<file path="src/rtl/simon_says_arena_if.sv">
// Bus between the Simon-says arena and its players/display.
// Handshake: p_valid[i] is a press strobe with no ready. It is sampled on every rising edge; presses outside ROUND or from a locked player are dropped.
interface simon_says_arena_if #(
   parameter int N_PLAYERS = 2,
   parameter int DIR_W     = 2,
   parameter int SCORE_W   = 3
);
   logic                           start;
   logic [N_PLAYERS-1:0]           p_valid;
   logic [N_PLAYERS*DIR_W-1:0]     p_dir;
   logic [DIR_W-1:0]               random_dir;
   logic [DIR_W-1:0]               led_dir;
   logic                           led_en;
   logic [N_PLAYERS*SCORE_W-1:0]   scores;
   logic [7:0]                     round_cnt;
   logic                           game_over;
   logic [N_PLAYERS-1:0]           winner;
   logic [2:0]                     dbg_state;

   modport master (
      output start, p_valid, p_dir,
      input  random_dir, led_dir, led_en, scores, round_cnt, game_over, winner, dbg_state
   );

   modport slave (
      input  start, p_valid, p_dir,
      output random_dir, led_dir, led_en, scores, round_cnt, game_over, winner, dbg_state
   );
endinterface

</file>
<file path="src/rtl/simon_says_arena.sv">
// Multi-player Simon-says game: show a random direction, open a timed round, score presses.
// All outputs come straight from flops; dbg_state exposes the FSM for checkers.
module simon_says_arena #(
   parameter int N_PLAYERS    = 2,
   parameter int DIR_W        = 2,
   parameter int SCORE_W      = 3,
   parameter int WIN_SCORE    = 5,
   parameter int SHOW_CYCLES  = 4,
   parameter int ROUND_CYCLES = 16,
   parameter int MAX_ROUNDS   = 15,
   parameter int PENALTY      = 1
) (
   input  logic              clk,
   input  logic              rst_n,
   simon_says_arena_if.slave bus
);
   localparam int CNT_MAX = (SHOW_CYCLES > ROUND_CYCLES) ? SHOW_CYCLES : ROUND_CYCLES;
   localparam int CNT_W   = $clog2(CNT_MAX + 1);
   localparam logic [SCORE_W-1:0] SCORE_MAX = {SCORE_W{1'b1}};

   typedef enum logic [2:0] {
      S_IDLE  = 3'd0,
      S_SHOW  = 3'd1,
      S_ROUND = 3'd2,
      S_CHECK = 3'd3,
      S_OVER  = 3'd4
   } state_t;

   state_t                         state_q, state_d;
   logic [CNT_W-1:0]               cnt_q, cnt_d;
   logic [15:0]                    lfsr_q, lfsr_d;
   logic [N_PLAYERS-1:0]           lock_q, lock_d;
   logic [N_PLAYERS*SCORE_W-1:0]   scores_q, scores_d;
   logic [7:0]                     round_cnt_q, round_cnt_d;
   logic [DIR_W-1:0]               random_dir_q, random_dir_d;
   logic [DIR_W-1:0]               led_dir_q, led_dir_d;
   logic                           led_en_q, led_en_d;
   logic                           game_over_q, game_over_d;
   logic [N_PLAYERS-1:0]           winner_q, winner_d;

   logic [SCORE_W-1:0]             score_cur [N_PLAYERS];
   logic [DIR_W-1:0]               dir_in    [N_PLAYERS];
   logic [N_PLAYERS-1:0]           win_vec;
   logic [SCORE_W-1:0]             max_score;
   logic [7:0]                     round_next;
   logic                           game_end;

   for (genvar g = 0; g < N_PLAYERS; g++) begin : g_slice
      assign score_cur[g] = scores_q[g*SCORE_W +: SCORE_W];
      assign dir_in[g]    = bus.p_dir[g*DIR_W +: DIR_W];
      assign win_vec[g]   = (score_cur[g] >= SCORE_W'(WIN_SCORE));
   end

   assign round_next = round_cnt_q + 8'd1;
   assign game_end   = (|win_vec) || (round_next == 8'(MAX_ROUNDS));

   // Taps 16,14,13,11 -> bits 15,13,12,10; a non-zero seed keeps it out of the all-zero lockup.
   assign lfsr_d = {lfsr_q[14:0], lfsr_q[15] ^ lfsr_q[13] ^ lfsr_q[12] ^ lfsr_q[10]};

   always_ff @(posedge clk) begin
      if (!rst_n) begin
         state_q      <= S_IDLE;
         cnt_q        <= '0;
         lfsr_q       <= 16'hACE1;
         lock_q       <= '0;
         scores_q     <= '0;
         round_cnt_q  <= '0;
         random_dir_q <= '0;
         led_dir_q    <= '0;
         led_en_q     <= 1'b0;
         game_over_q  <= 1'b0;
         winner_q     <= '0;
      end else begin
         state_q      <= state_d;
         cnt_q        <= cnt_d;
         lfsr_q       <= lfsr_d;
         lock_q       <= lock_d;
         scores_q     <= scores_d;
         round_cnt_q  <= round_cnt_d;
         random_dir_q <= random_dir_d;
         led_dir_q    <= led_dir_d;
         led_en_q     <= led_en_d;
         game_over_q  <= game_over_d;
         winner_q     <= winner_d;
      end
   end

   always_comb begin
      state_d = state_q;
      cnt_d   = cnt_q;
      case (state_q)
         S_IDLE, S_OVER: begin
            if (bus.start) begin
               state_d = S_SHOW;
               cnt_d   = '0;
            end
         end
         S_SHOW: begin
            if (cnt_q == CNT_W'(SHOW_CYCLES - 1)) begin
               state_d = S_ROUND;
               cnt_d   = '0;
            end else begin
               cnt_d = cnt_q + CNT_W'(1);
            end
         end
         S_ROUND: begin
            // Locks are registered, so an all-locked round closes one cycle after the last press.
            if ((&lock_q) || (cnt_q == CNT_W'(ROUND_CYCLES - 1))) begin
               state_d = S_CHECK;
               cnt_d   = '0;
            end else begin
               cnt_d = cnt_q + CNT_W'(1);
            end
         end
         S_CHECK: begin
            state_d = game_end ? S_OVER : S_SHOW;
            cnt_d   = '0;
         end
         default: begin
            state_d = S_IDLE;
            cnt_d   = '0;
         end
      endcase
   end

   always_comb begin
      scores_d     = scores_q;
      lock_d       = lock_q;
      round_cnt_d  = round_cnt_q;
      random_dir_d = random_dir_q;
      case (state_q)
         S_IDLE, S_OVER: begin
            if (bus.start) begin
               scores_d     = '0;
               lock_d       = '0;
               round_cnt_d  = '0;
               random_dir_d = lfsr_q[DIR_W-1:0];
            end
         end
         S_ROUND: begin
            for (int i = 0; i < N_PLAYERS; i++) begin
               if (bus.p_valid[i] && !lock_q[i]) begin
                  lock_d[i] = 1'b1;
                  if (dir_in[i] == random_dir_q) begin
                     if (score_cur[i] != SCORE_MAX)
                        scores_d[i*SCORE_W +: SCORE_W] = score_cur[i] + SCORE_W'(1);
                  end else if ((PENALTY != 0) && (score_cur[i] != '0)) begin
                     scores_d[i*SCORE_W +: SCORE_W] = score_cur[i] - SCORE_W'(1);
                  end
               end
            end
         end
         S_CHECK: begin
            round_cnt_d = round_next;
            lock_d      = '0;
            if (!game_end) random_dir_d = lfsr_q[DIR_W-1:0];
         end
         default: ;
      endcase

      led_en_d    = (state_d == S_SHOW);
      led_dir_d   = led_en_d ? random_dir_d : '0;
      game_over_d = (state_d == S_OVER);

      max_score = '0;
      for (int i = 0; i < N_PLAYERS; i++) begin
         if (scores_d[i*SCORE_W +: SCORE_W] > max_score) max_score = scores_d[i*SCORE_W +: SCORE_W];
      end
      winner_d = '0;
      if (game_over_d) begin
         for (int i = 0; i < N_PLAYERS; i++)
            winner_d[i] = (scores_d[i*SCORE_W +: SCORE_W] == max_score);
      end
   end

   assign bus.random_dir = random_dir_q;
   assign bus.led_dir    = led_dir_q;
   assign bus.led_en     = led_en_q;
   assign bus.scores     = scores_q;
   assign bus.round_cnt  = round_cnt_q;
   assign bus.game_over  = game_over_q;
   assign bus.winner     = winner_q;
   assign bus.dbg_state  = state_q;
endmodule

</file>
<file path="src/flat_wrapper.sv">
// flat-port wrapper written by rule: the top's interface ports become plain ports
module simon_says_arena_flat 
#(
   parameter int N_PLAYERS    = 2,
   parameter int DIR_W        = 2,
   parameter int SCORE_W      = 3,
   parameter int WIN_SCORE    = 5,
   parameter int SHOW_CYCLES  = 4,
   parameter int ROUND_CYCLES = 16,
   parameter int MAX_ROUNDS   = 15,
   parameter int PENALTY      = 1
)
  (clk, rst_n, bus_start, bus_p_valid, bus_p_dir, bus_random_dir, bus_led_dir, bus_led_en, bus_scores, bus_round_cnt, bus_game_over, bus_winner, bus_dbg_state);
  simon_says_arena_if #(.N_PLAYERS(N_PLAYERS), .DIR_W(DIR_W), .SCORE_W(SCORE_W)) bus_i ();
  input  logic clk;
  input  logic rst_n;
  input wire logic [$bits(bus_i.start)-1:0] bus_start;
  input wire logic [$bits(bus_i.p_valid)-1:0] bus_p_valid;
  input wire logic [$bits(bus_i.p_dir)-1:0] bus_p_dir;
  output wire logic [$bits(bus_i.random_dir)-1:0] bus_random_dir;
  output wire logic [$bits(bus_i.led_dir)-1:0] bus_led_dir;
  output wire logic [$bits(bus_i.led_en)-1:0] bus_led_en;
  output wire logic [$bits(bus_i.scores)-1:0] bus_scores;
  output wire logic [$bits(bus_i.round_cnt)-1:0] bus_round_cnt;
  output wire logic [$bits(bus_i.game_over)-1:0] bus_game_over;
  output wire logic [$bits(bus_i.winner)-1:0] bus_winner;
  output wire logic [$bits(bus_i.dbg_state)-1:0] bus_dbg_state;
  assign bus_i.start = bus_start;
  assign bus_i.p_valid = bus_p_valid;
  assign bus_i.p_dir = bus_p_dir;
  assign bus_random_dir = bus_i.random_dir;
  assign bus_led_dir = bus_i.led_dir;
  assign bus_led_en = bus_i.led_en;
  assign bus_scores = bus_i.scores;
  assign bus_round_cnt = bus_i.round_cnt;
  assign bus_game_over = bus_i.game_over;
  assign bus_winner = bus_i.winner;
  assign bus_dbg_state = bus_i.dbg_state;
  simon_says_arena #(.N_PLAYERS(N_PLAYERS), .DIR_W(DIR_W), .SCORE_W(SCORE_W), .WIN_SCORE(WIN_SCORE), .SHOW_CYCLES(SHOW_CYCLES), .ROUND_CYCLES(ROUND_CYCLES), .MAX_ROUNDS(MAX_ROUNDS), .PENALTY(PENALTY)) u_core (.clk(clk), .rst_n(rst_n), .bus(bus_i));
endmodule
</file>
<file path="config.mk">
export PLATFORM = sky130hd
export DESIGN_NAME = simon_says_arena_flat
export DESIGN_NICKNAME = d
export VERILOG_FILES = /design/src/rtl/simon_says_arena_if.sv /design/src/rtl/simon_says_arena.sv /design/src/flat_wrapper.sv
export SDC_FILE = /design/constraint.sdc
export NUM_CORES = 1
export LEC_CHECK = 0
export ABC_AREA = 1
export ABC_CLOCK_PERIOD_IN_PS = 3500
export BUFFER_PORTS_ARGS = -buffer_cell sky130_fd_sc_hd__buf_2
export CORE_MARGIN = 2
export CORE_UTILIZATION = 58
export CTS_CLUSTER_SIZE = 10
export DETAILED_ROUTE_END_ITERATION = 12
export GPL_ROUTABILITY_DRIVEN = 0
export GPL_TIMING_DRIVEN = 0
export PLACE_DENSITY = 0.8
export SYNTH_ARGS = -nofsm -noshare
export SYNTH_HDL_FRONTEND = slang
export SYNTH_SLANG_ARGS = --single-unit
</file>
<file path="constraint.sdc">
create_clock -name clk -period 3.5 [get_ports clk]
set_input_delay 0.35 -clock clk [delete_from_list [all_inputs] [get_ports clk]]
set_output_delay 0.35 -clock clk [all_outputs]
set_load 0.02 [all_outputs]
</file>
==> results.md, run 1 <==
* Final min period at 2930 ps
* Final hold vios at 0
* Setup Buffers After CTS at 0
* Die Wd at 71.7 um
* Total global routing overflow at 0
* Worst VDD drop at 305 uV
* Worst Clk Skew at 8.55 ps
* Worst EP arrival at 3180 ps
* DR WL/cell at 11.6 um
* Setup violations, final at 0
* Largest family of logic cells by synthesized area: simple AND/OR/NAND/NOR gates
* Final WL at 5.66 mm
* Antenna Cells at 0
* Setup TNS at 0 ps
* Flop2flop setup slack at 570 ps
* I/O Pins at 34
* LEAKAGE at 1.61 nW
* Startpoint types: flop
* Root Buffer: clkbuf_8
* Min-delay worst type: in2reg
* Synth Cell Area at 2660 um^2
* Post-synthesis mux area share at 0
* DRC Markers at 0
* Die height at 71.7 um
* Seq/Total Area, Yosys at 0.362
* Synth-to-layout area growth at 12.8%
* Distinct cell type count after synthesis at 30
* Critical path required time at 3750 ps
* Initial antenna violation count at 0
* Post-CTS Hold Buffers at 0
* Full die area at 5140 um^2
* Final HPWL DP at 4.30 mm
* Syn nets at 418
* TritonCTS clock tree: yes
* Initial DRC count at 125
* First-pass DRT Iterations at 4
* Synth Warn # at 0
* Vias in the first global route at 2,231
* Place WS at 626 ps
* Fin area at 3000 um^2
* Number of max-cap violations at 0
* Compound-Gate Fraction of Synth Area at 0.0833
* Commonest non-fill, non-tap cell in the layout: nand2_1
* Most frequent cells in the layout: nand2_1 (119), inv_1 (68), dfxtp_1 (48)
* Fin util at 0.684
* Slew headroom at 0.656
* Fill count at 392
* Longest Clk Path Bufs at 2
* Port Buf Inserts at 32
* Post-route ant nets at 0
* PostCTS Resize Cnt at 0
* CTS clk-pin slew, worst paths at 90 ps
* Core ar. at 4380 um^2
* CTS Buf Count at 5
* CP Class: reg2reg
* Synth Area in Simple Gates at 0.356
* Worst slew pin tran at 515 ps
* Initial Util at 0.606
* Highest net fanout along the worst path at 7
* Hold WS at 287 ps
* Final period util at 0.838
* Pin count of the biggest net entering global routing at 17
* Final setup margin at 566 ps
* Avg Cell Area, Syn at 6.75 um^2
* Area of placed instances at 2880 um^2
* Cell Rows at 24
* Layout Nets at 457
* FMAX at 341 MHz
* Clk sinks at 48
* Power per cell area at 369 nW/um^2
* Worst-Skew Late Latency at 310 ps
* DR vias at 2,487
* H-tree depth at 2
* Flops & latches, synth at 48
* GRT Total Usage at 0.233
* First-pass GRT wire length at 9.58 mm
* Max Transition Viols Final at 0
* Unrepaired setup endpoints after global routing: false
* Status: finished clean
* Mapped Cells at 394
* Crit. End Element: flop
* Share of post-route cells with drive strength above 1 at 0.159
* XOR/XNOR share of the synthesized area at 0.0165
* Adder-Cell Fraction of Synth Area at 0.0706
* Vias per cell at 5.12
## worst paths after layout
path / depth (start not counted) / startpoint / endpoint
worst max register to register: 21 / u_core.bus.scores[3] / u_core.bus.winner[1]
worst min-delay path: 3 / rst_n / u_core.cnt_q[1]
worst min register to register: 1 / u_core.lfsr_q[6] / u_core.lfsr_q[7]
worst max-delay path: 21 / u_core.bus.scores[3] / u_core.bus.winner[1]
## cells by family (layout without fill, tap and decap cells)
logic type | count (synthesis) | after routing
adders and majority gates | 15 | 15
xor gates and xnor gates | 5 | 5
and+or+nand+nor | 212 | 212
buffers and inverters | 75 | 115
DFF | 48 | 48
AOI/OAI and AO/OA | 39 | 39
## report_power, final
part / internal, mW / leakage [nW] / switching, mW
logic: 0.0385 / 1.17 / 0.0754
clock network: 0.215 / 0.0548 / 0.198
registers: 0.566 / 0.393 / 0.0127
## worst max-delay path: stages, from the launching register on
cell and delay, ps:
dfxtp_1 480, inv_1 110, ha_1 320, inv_1 60, nand2_1 50, nand2_1 70
nand3_1 60, nand2_1 70, nand2_1 50, nand3_1 150, nand2_1 130, ha_1 310
nand2_1 40, o21ai_0 140, nand2_1 180, inv_1 200, nand3_1 100, nand2_1 100
nand2_1 60, nand2_1 50, nand3_1 70, nor2_1 90
## metal layers
metal / GRT usage / vias to the layer above / share of wire
met5: 0 / - / 0
met4: 0.0671 / 0 / 0.011
met3: 0.0464 / 5 / 0.071
met2: 0.381 / 72 / 0.45
met1: 0.314 / 1102 / 0.47
li1: - / 1308 / -
## flip-flops by register name (all words and copies together) (netlist names)
name                   flops
u_core.bus.round_cnt       8
u_core.bus.game_over       1
u_core.bus.led_en          1
u_core.lfsr_q             16
u_core.bus.scores          6
u_core.bus.winner          2
u_core.lock_q              2
u_core.bus.led_dir         2
u_core.bus.dbg_state       3
u_core.cnt_q               5
u_core.bus.random_dir      2
## area by class of cell
cell class                 count  area [um^2]  area share
multi-input combinational    271         1400       0.467
sequential                    48          961       0.321
inverter                      70          263      0.0876
timing repair buffer          32          160      0.0534
clock buffer                   5         68.8      0.0230
tap                           52         65.1      0.0217
clock inverter                 3         46.3      0.0154
buffer                         5         33.8      0.0113
## per-stage QoR
step	std cells	power, mW
finish	486	1.11
global route	486	1.15
CTS	486	1.11
detailed placement	478	0.705
global placement	478	0.702
floorplan	394	0.671
## synth_stat cells
| library cell | n | area (um^2) |
|---|---|---|
| nand2_1 | 119 | 447 |
| inv_1 | 68 | 255 |
| dfxtp_1 | 48 | 961 |
| nand3_1 | 40 | 200 |
| a21oi_1 | 21 | 105 |
| nor2_1 | 21 | 78.8 |
| ha_1 | 15 | 188 |
| o21ai_0 | 10 | 50.1 |
| or2_2 | 8 | 50.1 |
| nand2_2 | 4 | 25.0 |
| nand4_1 | 4 | 25.0 |
| nor2_2 | 4 | 25.0 |
| clkbuf_1 | 3 | 11.3 |
| nand3_2 | 3 | 30.0 |
| nand3b_1 | 3 | 22.5 |
| nor3_1 | 3 | 15.0 |
| xor2_1 | 3 | 26.3 |
| a21oi_2 | 2 | 17.5 |
| buf_6 | 2 | 22.5 |
| inv_2 | 2 | 7.51 |
| xnor2_1 | 2 | 17.5 |
| a22o_1 | 1 | 8.76 |
| nand2_4 | 1 | 11.3 |
| nor2_4 | 1 | 11.3 |
| o211ai_1 | 1 | 7.51 |
| o21ai_2 | 1 | 8.76 |
| o22a_2 | 1 | 10.0 |
| o22ai_1 | 1 | 6.26 |
| o31ai_1 | 1 | 7.51 |
| or3_1 | 1 | 6.26 |
(Power assumes the default switching activity.)
==> run 2: changes to the inputs <==
- ABC_CLOCK_PERIOD_IN_PS: 3500 -> 2930
- clock period: 3.5 -> 2.93 ns (I/O delays scaled with it)
==> run 2 against run 1 <==
Combinational power rose by 20%. Worst hold slack got worse by 55 ps. Critical path type unchanged. Clock skew barely moved. Via count rose by 1.5%. Total power rose by 20%. Largest power group unchanged. Highest routed layer unchanged. Setup slack got worse by 290 ps. Critical path depth did not move. Register-to-register slack got worse by 290 ps.
==> results.md, run 2 (synthesized netlist as in run 1, its figures left out) <==
* GRT met2 Usage at 0.381
* Clk sinks at 48
* Worst path buffer plus inverter count at 3
* CP delay by family, top: simple AND/OR/NAND/NOR gates
* Max reg flops at 16
* Final period util at 0.904
* Status: finished clean
* Power per cell area at 438 nW/um^2
* Fill count at 388
* Reg-to-Reg Start: u_core.bus.scores[4]
* Min-delay worst type: in2reg
* Setup violations, final at 0
* Vias in the first global route at 2,231
* Total global routing overflow at 0
* CTS Buf Count at 5
* Number of max-cap violations at 0
* Pin count of the biggest net entering global routing at 17
* GR peak layer: met2
* Final WL at 5.72 mm
* Post-CTS Hold Buffers at 0
* Final HPWL DP at 4.30 mm
* Critical path required time at 3140 ps
* Final min period at 2650 ps
* Place WS at 56.1 ps
* Largest reg by FF count: u_core.lfsr_q
* Fin cells at 488
* Commonest non-fill, non-tap cell in the layout: nand2_1
* Slew headroom at 0.653
* I/O Pins at 34
* Final setup margin at 281 ps
* Worst-Skew Late Latency at 310 ps
* Post-route ant nets at 0
* Vias per cell at 5.17
* CTS clk-pin slew, worst paths at 90 ps
* FMAX at 378 MHz
* DP Cell Count at 478
* GRT Total Usage at 0.233
* Root Buffer: clkbuf_8
* Hold WS at 232 ps
* First-pass GRT wire length at 9.58 mm
* CP Class: reg2reg
* Die height at 71.7 um
* Longest Clk Path Bufs at 2
* Most used cell, CP: nand2_1
* Initial Util at 0.606
* Fin util at 0.690
* CP startpoint: u_core.bus.scores[4]
* TritonCTS clock tree: yes
* Antenna Cells at 0
* Final hold vios at 0
* Startpoint types: flop
* Met3 Resource Use GR at 0.0464
* Highest net fanout along the worst path at 6
* Hold Crit Start: rst_n
* Worst VDD drop at 364 uV
* Worst EP arrival at 2850 ps
* Initial DRC count at 158
* Share of post-route cells with drive strength above 1 at 0.179
* Setup TNS at 0 ps
* Die Wd at 71.7 um
* Crit-path slowest cell: dfxtp_2
* Core ar. at 4380 um^2
* Port Buf Inserts at 32
* LEAKAGE at 1.62 nW
* Crit-path max cell delay at 380 ps
* Cell Rows at 24
* Layout Nets at 459
* Crit. End Element: flop
* First-pass DRT Iterations at 4
* Synth-to-layout area growth at 13.8%
* Max Transition Viols Final at 0
* Initial antenna violation count at 0
* DR WL/cell at 11.7 um
* DR vias at 2,524
* Worst slew pin tran at 520 ps
* CP cell instances: inv_1 -> ha_1 -> inv_1 -> nand2_1 -> nand2_1 -> nand3_1 -> nand2_1 -> nand2_1 -> nand3_2 -> nand2_1 -> ha_1 -> nand2_1 -> o21ai_1 -> nand2_2 -> buf_4 -> nand3_1 -> nand2_1 -> nand2_1 -> nand2_1 -> nand3_1 -> nor2_1
* Grt met1 use at 0.314
* DRC Markers at 0
* Most frequent cells in the layout: nand2_1 (118), inv_1 (67), dfxtp_1 (44)
* Worst Clk Skew at 8.59 ps
* H-tree depth at 2
* Full die area at 5140 um^2
## run 2: cell count changes in the layout (fill, tap and decap cells not counted), sizes merged
cell / delta
buf: +2
## run 2: repair_timing
action | 4_1_cts | 5_1_grt
endpoints found under the setup margin | 0 | 2
buffers inserted | 0 | 2
resized for setup | 0 | 8
endpoints found under the hold margin | 0 | 0
## run 2: worst paths after layout
check / to / cells after the start / slack, ps
setup / recovery: u_core.bus.winner[1] / 21 / 280
hold / removal: u_core.cnt_q[1] / 3 / 230
setup reg to reg: u_core.bus.winner[1] / 21 / 280
hold reg to reg: u_core.lfsr_q[7] / 1 / 420
## run 2: layer usage
metal,part of all wire,vias up
met3,0.065,5
met5,0,-
met4,0.011,0
met2,0.45,75
met1,0.47,1136
li1,-,1308
## run 2: power breakdown
part           switching, mW  internal (mW)
combinational         0.0908         0.0462
clock                  0.239          0.257
sequential            0.0151          0.677
## run 2: worst reg2reg max path: stages (launching register included)
cell and delay [ps]:
dfxtp_2 380, inv_1 130, ha_1 310, inv_1 60, nand2_1 50, nand2_1 70, nand3_1 60, nand2_1 70
nand2_1 70, nand3_2 110, nand2_1 110, ha_1 300, nand2_1 50, o21ai_1 140, nand2_2 100, buf_4 150
nand3_1 70, nand2_1 90, nand2_1 70, nand2_1 50, nand3_1 80, nor2_1 40
## run 2: stage by stage
step	power, mW	cell area, um^2
2_1_floorplan	0.801	2660
3_3_place_gp	0.838	2880
3_5_place_dp	0.842	2880
4_1_cts	1.33	3000
5_1_grt	1.37	3030
6_report	1.33	3030
## run 2: cell type report
| class | instances | area, um^2 | area share |
|---|---|---|---|
| multi-input cells | 271 | 1410 | 0.465 |
| flip-flops and latches | 48 | 966 | 0.319 |
| inverters | 70 | 263 | 0.0868 |
| repair buffers | 34 | 175 | 0.0579 |
| clock buffers | 5 | 68.8 | 0.0227 |
| well taps | 52 | 65.1 | 0.0215 |
| clock inverters | 3 | 46.3 | 0.0153 |
| plain buffers | 5 | 33.8 | 0.0112 |
